`src/rtl/reg_sr_bank_pkg.sv`:
```
// rtl/reg_sr_bank_pkg.sv - shared constants and helpers for the filtered set/reset register bank
package reg_sr_bank_pkg;

  localparam int PRIO_CLR  = 0;
  localparam int PRIO_SET  = 1;
  localparam int PRIO_HOLD = 2;

  localparam int FILT_MIN = 1;
  localparam int FILT_MAX = 15;

  // Bits needed to hold counts 0..filt-1; never less than one bit.
  function automatic int cnt_width(input int filt);
    int w;
    w = 1;
    while ((1 << w) < filt) w++;
    return w;
  endfunction

endpackage

```
`src/rtl/reg_sr_bit.sv`:
```
// rtl/reg_sr_bit.sv - one register bit with filtered active-low set/clear and sticky conflict flag
module reg_sr_bit
  import reg_sr_bank_pkg::*;
#(
  parameter logic INIT_BIT = 1'b0,
  parameter int   PRIO     = PRIO_CLR,
  parameter int   FILT     = 1
) (
  input  logic clk,
  input  logic rst,
  input  logic en,
  input  logic d,
  input  logic set_n,
  input  logic clr_n,
  input  logic conflict_clr,
  output logic q,
  output logic conflict
);

  localparam int            CW      = cnt_width(FILT);
  localparam logic [CW-1:0] CNT_TOP = CW'(FILT - 1);
  localparam logic [CW-1:0] CNT_ONE = CW'(1);

  logic [CW-1:0] set_cnt;
  logic [CW-1:0] clr_cnt;
  logic          set_qual;
  logic          clr_qual;
  logic          both_qual;
  logic          q_next;

  // A request qualifies only once its counter has reached the top while still low.
  assign set_qual  = !set_n && (set_cnt == CNT_TOP);
  assign clr_qual  = !clr_n && (clr_cnt == CNT_TOP);
  assign both_qual = set_qual && clr_qual;

  always_comb begin
    q_next = q;
    if (both_qual) begin
      if (PRIO == PRIO_CLR)      q_next = 1'b0;
      else if (PRIO == PRIO_SET) q_next = 1'b1;
      else                       q_next = q;
    end else if (clr_qual) begin
      q_next = 1'b0;
    end else if (set_qual) begin
      q_next = 1'b1;
    end else if (en) begin
      q_next = d;
    end
  end

  always_ff @(posedge clk) begin
    if (rst) begin
      set_cnt  <= '0;
      clr_cnt  <= '0;
      q        <= INIT_BIT;
      conflict <= 1'b0;
    end else begin
      set_cnt  <= set_n ? '0 : ((set_cnt == CNT_TOP) ? set_cnt : set_cnt + CNT_ONE);
      clr_cnt  <= clr_n ? '0 : ((clr_cnt == CNT_TOP) ? clr_cnt : clr_cnt + CNT_ONE);
      q        <= q_next;
      // A fresh conflict outranks a simultaneous flag clear.
      if (both_qual)         conflict <= 1'b1;
      else if (conflict_clr) conflict <= 1'b0;
    end
  end

endmodule

```
`src/rtl/reg_sr_bank.sv`:
```
// rtl/reg_sr_bank.sv - WIDTH independent filtered set/reset register bits with sticky conflict flags
module reg_sr_bank
  import reg_sr_bank_pkg::*;
#(
  parameter int               WIDTH = 8,
  parameter logic [WIDTH-1:0] INIT  = '0,
  parameter int               PRIO  = PRIO_CLR,
  parameter int               FILT  = 1
) (
  input  logic             clk,
  input  logic             rst,
  input  logic             en,
  input  logic [WIDTH-1:0] d,
  input  logic [WIDTH-1:0] set_n,
  input  logic [WIDTH-1:0] clr_n,
  input  logic             conflict_clr,
  output logic [WIDTH-1:0] q,
  output logic [WIDTH-1:0] conflict
);

  if (FILT < FILT_MIN || FILT > FILT_MAX) begin : g_bad_filt
    $error("reg_sr_bank: FILT must be in 1..15");
  end
  if (PRIO < PRIO_CLR || PRIO > PRIO_HOLD) begin : g_bad_prio
    $error("reg_sr_bank: PRIO must be 0, 1 or 2");
  end

  for (genvar i = 0; i < WIDTH; i++) begin : g_bit
    reg_sr_bit #(
      .INIT_BIT (INIT[i]),
      .PRIO     (PRIO),
      .FILT     (FILT)
    ) u_bit (
      .clk          (clk),
      .rst          (rst),
      .en           (en),
      .d            (d[i]),
      .set_n        (set_n[i]),
      .clr_n        (clr_n[i]),
      .conflict_clr (conflict_clr),
      .q            (q[i]),
      .conflict     (conflict[i])
    );
  end

endmodule

```
`config.mk`:
```
export PLATFORM = sky130hd
export DESIGN_NAME = reg_sr_bank
export DESIGN_NICKNAME = d
export VERILOG_FILES = /design/src/rtl/reg_sr_bank_pkg.sv /design/src/rtl/reg_sr_bit.sv /design/src/rtl/reg_sr_bank.sv
export SDC_FILE = /design/constraint.sdc
export NUM_CORES = 1
export LEC_CHECK = 0
export ABC_AREA = 1
export BUFFER_PORTS_ARGS = -buffer_cell sky130_fd_sc_hd__buf_4
export CAP_MARGIN = 20
export CORE_MARGIN = 2
export CORE_UTILIZATION = 38
export DETAILED_ROUTE_END_ITERATION = 7
export HOLD_SLACK_MARGIN = 0.06
export PLACE_DENSITY_LB_ADDON = 0.12
export SLEW_MARGIN = 0
export SYNTH_ARGS = -nofsm -noshare
export SYNTH_HDL_FRONTEND = slang
export SYNTH_HIERARCHICAL = 1
export SYNTH_SLANG_ARGS = --single-unit
```
`constraint.sdc`:
```
create_clock -name clk -period 1.3 [get_ports clk]
set_input_delay 0.325 -clock clk [delete_from_list [all_inputs] [get_ports clk]]
set_output_delay 0.325 -clock clk [all_outputs]
set_load 0.01 [all_outputs]
```
==> reports/results.ini, run 1 <==
[clocking]
root_buffer = clkbuf_4
cts.path.max_buffers = 2
cts.sinks = 32
cts-hold-fix-buffers = 0
tritoncts = yes
cts_setup_buffers = 0
cts.htree.levels = 2
cts_resized = 0
cts_made_buffers = 5
cts.clk_slew.worst_paths_ps = 90
clk_latency_ps = 330

[drt]
vias_per_cell = 3.81
route.met3.wl_um = 135
vias = 1032
drt-total-wl_um = 2210
drt_iter0_drc = 29
wl_met2_um = 1040
wl_per_cell_um = 8.16
drt-met1-wl_um = 974
antenna_left = 0
firstDrtPassIters = 4
highest-signal-layer = met4
drc_errors = 0

[yosys]
ys_ff_latch = 32
synthCells = 168
ys_types = 8
syn-cell-area_sq_mm = 0.00122
ys_seq_area_frac = 0.525
syn_avg_cell_area_sq_um = 7.27
yosysWarnings = 6

[timing]
timing_hold_violations_final = 0
finalClockSkew_ps = 6.12
fmax_mhz = 865
setup_viol = 0
finalCritPeriodShare = 0.889
slew_viol_final = 0
post-route-min-period_ps = 1160
setup_tns_ps = 0
rsz0062_at_grt = false

[cells_and_area]
final_util = 0.553
drive_gt1_frac = 0.286
instances_no_fill = 271
layout-area-overhead-vs-synth_pct = 38.2
fin_nets = 254
n_antenna_cell = 0

[die]
ios = 44
dieHeight_um = 60.7
fp.coreArea_sq_mm = 0.00305
die_width_um = 60.7
die_area_sq_mm = 0.00368
rows = 20
start_util = 0.400

[grt]
grt_start_max_net_pins = 17
antenna_found_initial = 0
grt_pass1_wl_um = 3770
grtUsageTotal = 0.145
grt-ovfl-total = 0
grt_pass1_vias = 942

[power_and_ir_drop]
leakagePower_uw = 0.000953
p_switching_uw = 442
power_frac_clock = 0.309
power_uw = 1860
p_sw_frac = 0.238
powerDensity_mw_per_mm2 = 1100
ir_drop_mv = 0.598
seqPwrFrac = 0.566
power_frac_comb = 0.124
p_int_uw = 1420

[worst_setup_path]
critPathMaxFanout = 2
crit_arrival_ps = 830
crit_path_top_delay_cell = dfxtp_1
critPathRequiredTime_ps = 980
path_class = reg2out
cp-startpoint = g_bit[2].u_bit/q$_SDFFE_PP0P_
cpLargestDelayFamily = flip-flops
cp_cell_sequence = buf_4
end_kind = output port
worst-path-buf-inv = 1
cpPeakStageDelay_ps = 370
crit_path_start_kind = flip-flop
r2r_start = g_bit[6].u_bit/clr_cnt$_SDFF_PP0_

[flow_run]
drv_cap = 0

[placement]
portBuffers = 43
hpwl_um = 1670
dp_cells = 263
gp_congestion = 0.710

[hold_path]
hold_start = set_n[2]
hp-class = in2reg

[run_status]
status = completed

-- cell usage in the layout (no fill, tap or decap) --
| master | instances |
|---|---|
| conb_1 | 16 |
| buf_4 | 43 |
| nor2_1 | 16 |
| clkbuf_1 | 2 |
| nor2_2 | 8 |
| nand3_1 | 8 |
| inv_1 | 40 |
| dfxtp_1 | 32 |
| a21oi_2 | 8 |
| clkbuf_8 | 1 |
| clkbuf_4 | 5 |
| nand2_1 | 48 |
-- sequential cells by signal (all words and copies together), names as in the netlist --
register and flops:
g_bit.u_bit/q 8, g_bit.u_bit/set_cnt 8, g_bit.u_bit/conflict 8, g_bit.u_bit/clr_cnt 8
-- synth_stat cells --
library cell | instances | area, sq um
a21oi_2 | 8 | 70.1
conb_1 | 8 | 30.0
dfxtp_1 | 32 | 641
inv_1 | 40 | 150
nand2_1 | 48 | 180
nand3_1 | 8 | 40.0
nor2_1 | 16 | 60.1
nor2_2 | 8 | 50.1
-- per-layer routing --
layer	vias to the layer above	track usage
met2	29	0.227
met4	0	0.102
met3	8	0.0448
met5	-	0
li1	578	-
met1	417	0.167
-- cell families after synthesis --
logic type | Yosys count | synth area share
AO/OA/AOI/OAI | 8 | 0.0574
buffers and inverters | 40 | 0.123
other | 8 | 0.0246
flip-flops | 32 | 0.525
AND/OR/NAND/NOR | 80 | 0.270
-- path summary, 6_finish.rpt --
path                                          end  slack (ps)  cells past startpoint
min          g_bit[2].u_bit/conflict$_SDFFE_PP0P_         260                      4
max                                          q[2]         140                      1
min reg2reg  g_bit[3].u_bit/conflict$_SDFFE_PP0P_         480                      2
max reg2reg  g_bit[6].u_bit/conflict$_SDFFE_PP0P_         630                      3
-- cell type report --
type	instances	area (sq um)
fillers	325	1370
flip-flops and latches	32	641
multi-input cells	104	460
repair buffers	43	323
clock buffers	8	58.8
well taps	44	55.1
inverters	40	150
-- worst reg2reg max path, delay by kind of cell (launching register included) --
| family | cells | cell delay (ps) |
|---|---|---|
| simple gates | 2 | 180 |
| compound gates | 1 | 110 |
| flops | 1 | 320 |
-- metrics by stage --
stage | hold WS [ps] | setup slack, ps | cell area, sq um
after floorplan | 387 | 629 | 1250
after global placement | 464 | 421 | 1630
after detailed placement | 470 | 383 | 1630
after CTS | 239 | 135 | 1690
after global routing | 239 | 95.1 | 1690
final | 258 | 144 | 1690
-- power groups by stage --
stage / Clock, uW / Combinational [uW] / Sequential, uW
2_1_floorplan: 0 / 90.3 / 1080
3_3_place_gp: 0 / 228 / 1080
3_5_place_dp: 0 / 234 / 1080
4_1_cts: 607 / 234 / 1050
5_1_grt: 662 / 264 / 1060
6_report: 576 / 231 / 1050
No activity file was read; power rests on OpenSTA's default activity.
==> run 2: changes to the inputs <==
SYNTH_HIERARCHICAL = unset   (was 1)
==> run 2 against run 1 <==
Clock skew rose by 1.1 ps. Final cell count fell by 5.2%. Register-to-register slack got worse by 50 ps. Core utilization fell by 2.5 points. Via count fell by 0.48%. Final area fell by 2.9%. Non-clock buffer count did not move. Fmax rose by 0.63%. Routed wire length rose by 4.9%.
==> reports/results.ini, run 2 <==
[drt]
antenna_left = 0
vias = 1027
drc_errors = 0
drt_iter0_drc = 22
vias_per_cell = 4.00
wl_per_cell_um = 9.03
drt-total-wl_um = 2320
firstDrtPassIters = 4

[grt]
antenna_found_initial = 0
grt-ovfl-total = 0
grt_pass1_wl_um = 3880
grt_pass1_vias = 960
grtUsageTotal = 0.148
grt_start_max_net_pins = 17

[die]
dieHeight_um = 61.8
die_width_um = 61.8
start_util = 0.408
fp.coreArea_sq_mm = 0.00310
ios = 44
die_area_sq_mm = 0.00381
rows = 20

[hold_path]
hp-class = in2reg
min_to = g_bit[4].u_bit.conflict$_SDFFE_PP0P_
hold_start = clr_n[4]
min_delay_path_depth = 4

[clocking]
cts.sinks = 32
clk_latency_ps = 330
tritoncts = yes
root_buffer = clkbuf_4
cts.htree.levels = 2
cts.path.max_buffers = 2
cts-hold-fix-buffers = 0
cts.clk_slew.worst_paths_ps = 100
cts_setup_buffers = 0
cts_made_buffers = 5
cts_resized = 0

[worst_setup_path]
cpLargestDelayFamily = flip-flops
worst-path-buf-inv = 1
r2r-end = g_bit[0].u_bit.conflict$_SDFFE_PP0P_
cpPeakStageDelay_ps = 370
crit_arrival_ps = 820
r2r_start = g_bit[0].u_bit.clr_cnt$_SDFF_PP0_
end_kind = output port
path_class = reg2out
reg2reg_slack_ps = 580
critPathRequiredTime_ps = 980
crit_path_top_delay_cell = dfxtp_1
cp_cell_sequence = buf_4
crit_path_start_kind = flip-flop
r2r_cells = 3
critPathMaxFanout = 2

[power_and_ir_drop]
p_switching_uw = 456
power_frac_clock = 0.397
powerDensity_mw_per_mm2 = 1290
ir_drop_mv = 0.725
seqPwrFrac = 0.498
power_frac_comb = 0.105
leakagePower_uw = 0.000905
p_int_uw = 1660
p_sw_frac = 0.216

[cells_and_area]
n_antenna_cell = 0
fin_nets = 240
n_fill_cell = 345
drive_gt1_frac = 0.263
layout_common_cells = 48 x nand2_1, 43 x buf_4, 32 x dfxtp_1
layout_commonest_cell = nand2_1
final_util = 0.528
layout-area-overhead-vs-synth_pct = 29.3

[yosys]
yosysWarnings = 0
synth-main-ff-cell = dfxtp_1
yosysMostFrequentCell = nand2_1
synthCells = 166
syn-cell-area_sq_mm = 0.00127
ys_seq_area_frac = 0.505
synth_edf_count = 0
yosysTopAreaCell = dfxtp_1
async_flop_share = 0
synth_top_area_frac = 0.505
ys_types = 13
ys_ff_latch = 32
syn_avg_cell_area_sq_um = 7.64
netlist_top_cells_count = 48 x nand2_1, 32 x dfxtp_1, 25 x inv_1
synth_area_leaders = dfxtp_1 51%, nand2_1 14%, buf_4 9.5%, inv_1 7.4%, nor2_1 6.5%

[timing]
post-route-min-period_ps = 1150
rsz0062_at_grt = false
slew_viol_final = 0
timing_hold_violations_final = 0
fmax_mhz = 870
finalCritPeriodShare = 0.884
setup_tns_ps = 0
setup_viol = 0
finalClockSkew_ps = 7.19

[placement]
portBuffers = 43
hpwl_um = 1790
gp_congestion = 0.663

[flow_run]
drv_cap = 0

[run_status]
status = completed

[run 2: logic make-up (layout without fill, tap and decap cells)]
logic type / Yosys count / after routing / share of synthesized area
simple gates: 80 / 80 / 0.257
flops: 32 / 32 / 0.505
other cells: 1 / 16 / 0.00296
compound gates: 8 / 8 / 0.0316
buf+inv: 45 / 77 / 0.203
[run 2: worst max path at each step]
stage,depth (start not counted),startpoint,endpoint,slack (ps)
floorplan,6,en,g_bit[0].u_bit.q$_SDFFE_PP0P_,520
global placement,4,conflict_clr,g_bit[6].u_bit.conflict$_SDFFE_PP0P_,340
CTS,1,g_bit[7].u_bit.q$_SDFFE_PP0P_,q[7],130
global route,1,g_bit[7].u_bit.q$_SDFFE_PP0P_,q[7],80
detailed placement,4,conflict_clr,g_bit[7].u_bit.conflict$_SDFFE_PP0P_,320
finish,1,g_bit[7].u_bit.q$_SDFFE_PP0P_,q[7],150
[run 2: power by group through the flow]
| stage | clock network (uW) | registers [uW] | logic [uW] |
|---|---|---|---|
| after floorplan | 0 | 1070 | 149 |
| after global placement | 0 | 1080 | 222 |
| after detailed placement | 0 | 1080 | 225 |
| after CTS | 871 | 1050 | 225 |
| after global routing | 930 | 1060 | 256 |
| final | 840 | 1050 | 222 |
[run 2: metal layers]
layer | routed length (um) | vias up | part of all wire | GRT usage
met1 | 979 | 444 | 0.42 | 0.152
met4 | 15 | 0 | 0.0065 | 0.0729
met5 | 0 | - | 0 | 0
met3 | 180 | 2 | 0.078 | 0.0787
li1 | - | 550 | - | -
met2 | 1150 | 31 | 0.49 | 0.245
[run 2: final cells by class]
class	instances	area [sq um]	share of cell area
flip-flops and latches	32	641	0.391
multi-input cells	104	425	0.260
repair buffers	43	323	0.197
inverters	26	100	0.0611
clock buffers	7	65.1	0.0397
well taps	44	55.1	0.0336
clock inverters	1	30.0	0.0183
[run 2: per-stage QoR]
step                total power, uW  setup slack, ps  hold slack (ps)  cells  cell area, sq um
floorplan                      1220              520              443    181              1320
global placement               1300              342              457    249              1540
detailed placement             1300              318              459    249              1540
CTS                            2150              127              229    257              1640
global route                   2240             76.8              219    257              1640
finish                         2110              151              251    257              1640
==> run 3: changes to the inputs <==
REMOVE_ABC_BUFFERS = 1   (was unset)
==> run 3 against run 2 <==
Via count shrank 2.9%. Sequential power is essentially flat. Critical endpoint is now q[1]. Routed wire length shrank 3.2%. Power shrank 5.3%. Clock-buffer cell count shrank 1. Sequential share of layout area grew 0.45 points. Combinational power is essentially flat. Highest routed layer unchanged. Setup slack gained 14 ps. Non-clock buffer count is the same.
==> reports/results.ini, run 3 (synthesis results as in run 2) <==
[grt]
grt_pass1_vias = 904
grt_pass1_wl_um = 3530
antenna_found_initial = 0
grt-ovfl-total = 0
grt_start_max_net_pins = 17
grtUsageTotal = 0.135

[worst_setup_path]
crit_path_start_kind = flip-flop
worst-path-buf-inv = 1
worst-path-stages = 1
r2r_cells = 3
crit_path_top_delay_cell = dfxtp_1
path_class = reg2out
reg2reg_slack_ps = 560
cpPeakStageDelay_ps = 350
cp-startpoint = g_bit[1].u_bit.q$_SDFFE_PP0P_
r2r-end = g_bit[0].u_bit.conflict$_SDFFE_PP0P_
critPathMaxFanout = 2
critPathRequiredTime_ps = 980
r2r_start = g_bit[0].u_bit.clr_cnt$_SDFF_PP0_
crit_arrival_ps = 810
cp_cell_sequence = buf_4
cpLargestDelayFamily = flip-flops
crit_end = q[1]
end_kind = output port

[drt]
drt-met1-wl_um = 985
vias = 997
firstDrtPassIters = 4
drc_errors = 0
highest-signal-layer = met4
route.met3.wl_um = 160
vias_per_cell = 3.88
wl_met2_um = 1070
antenna_left = 0
drt-total-wl_um = 2250
wl_per_cell_um = 8.74
drt_iter0_drc = 20

[die]
fp.coreArea_sq_mm = 0.00310
ios = 44
die_area_sq_mm = 0.00381
start_util = 0.408
dieHeight_um = 61.8
die_width_um = 61.8
rows = 20

[clocking]
cts_setup_buffers = 0
cts_resized = 0
cts.sinks = 32
cts.clk_slew.worst_paths_ps = 100
root_buffer = clkbuf_4
clk_latency_ps = 330
cts_made_buffers = 5
cts-hold-fix-buffers = 0
cts.htree.levels = 2
tritoncts = yes
cts.path.max_buffers = 2

[power_and_ir_drop]
power_frac_comb = 0.110
power_uw = 2000
seqPwrFrac = 0.526
p_switching_uw = 451
powerDensity_mw_per_mm2 = 1240
power_frac_clock = 0.364
p_sw_frac = 0.226
p_int_uw = 1550
ir_drop_mv = 0.665
leakagePower_uw = 0.000895

[run_status]
status = completed

[hold_path]
min_delay_path_depth = 4
hp-class = in2reg

[flow_run]
drv_cap = 0

[timing]
finalCritPeriodShare = 0.873
slew_viol_final = 0
setup_tns_ps = 0
timing_hold_violations_final = 0
hold_ws_ps = 247
fmax_mhz = 881
post-route-min-period_ps = 1140
setup_viol = 0
rsz0062_at_grt = false
finalClockSkew_ps = 4.44

[cells_and_area]
layout_common_cells = 48 x nand2_1, 43 x buf_4, 32 x dfxtp_1
seq_area_sq_um = 641
n_fill_cell = 338
n_antenna_cell = 0
drive_gt1_frac = 0.258
final_util = 0.522
layout-area-overhead-vs-synth_pct = 27.8
layout_commonest_cell = nand2_1
fin_nets = 240
multiInputGateArea_sq_um = 425

[placement]
hpwl_um = 1710
gp_congestion = 0.737
portBuffers = 43

run 3: changes by cell type in the layout (fill, tap and decap cells not counted), sizes merged:
cell / previous run / this run
clkbuf: 7 / 6
clkinv: 0 / 1
run 3: power by group through the flow:
stage | clock network [uW] | registers [uW] | logic (uW)
3_5_place_dp | 0 | 1080 | 224
5_1_grt | 806 | 1060 | 253
2_1_floorplan | 0 | 1080 | 85.5
4_1_cts | 759 | 1050 | 224
6_report | 728 | 1050 | 221
3_3_place_gp | 0 | 1070 | 221
run 3: worst min path at each step:
stage / end / from / slack, ps
2_1_floorplan: g_bit[0].u_bit.conflict$_SDFFE_PP0P_ / rst / 390
5_1_grt: g_bit[1].u_bit.conflict$_SDFFE_PP0P_ / clr_n[1] / 230
3_5_place_dp: g_bit[6].u_bit.conflict$_SDFFE_PP0P_ / g_bit[6].u_bit.conflict$_SDFFE_PP0P_ / 460
3_3_place_gp: g_bit[7].u_bit.conflict$_SDFFE_PP0P_ / g_bit[7].u_bit.conflict$_SDFFE_PP0P_ / 450
6_report: g_bit[1].u_bit.conflict$_SDFFE_PP0P_ / clr_n[1] / 250
4_1_cts: g_bit[1].u_bit.conflict$_SDFFE_PP0P_ / clr_n[1] / 230
run 3: routing by layer:
metal / GRT usage / up-vias
met4: 0.100 / 0
met5: 0 / -
li1: - / 544
met2: 0.214 / 30
met1: 0.154 / 420
met3: 0.0393 / 3
run 3: worst reg2reg max path, stage by stage (launching register included):
cell	delay (ps)
dfxtp_1	310
nor2_1	170
nand2_1	90
a21oi_1	120
run 3: cell type report:
| cell class | instances | area share |
|---|---|---|
| Sequential cell | 32 | 0.395 |
| Tap cell | 44 | 0.0340 |
| Clock buffer | 6 | 0.0255 |
| Multi-Input combinational cell | 104 | 0.263 |
| Inverter | 26 | 0.0618 |
| Clock inverter | 2 | 0.0216 |
| Timing Repair Buffer | 43 | 0.199 |
run 3: through the flow:
| step | area, sq um | setup WS [ps] | instances |
|---|---|---|---|
| 2_1_floorplan | 1170 | 598 | 162 |
| 3_3_place_gp | 1540 | 321 | 249 |
| 3_5_place_dp | 1540 | 292 | 249 |
| 4_1_cts | 1620 | 130 | 257 |
| 5_1_grt | 1620 | 106 | 257 |
| 6_report | 1620 | 165 | 257 |
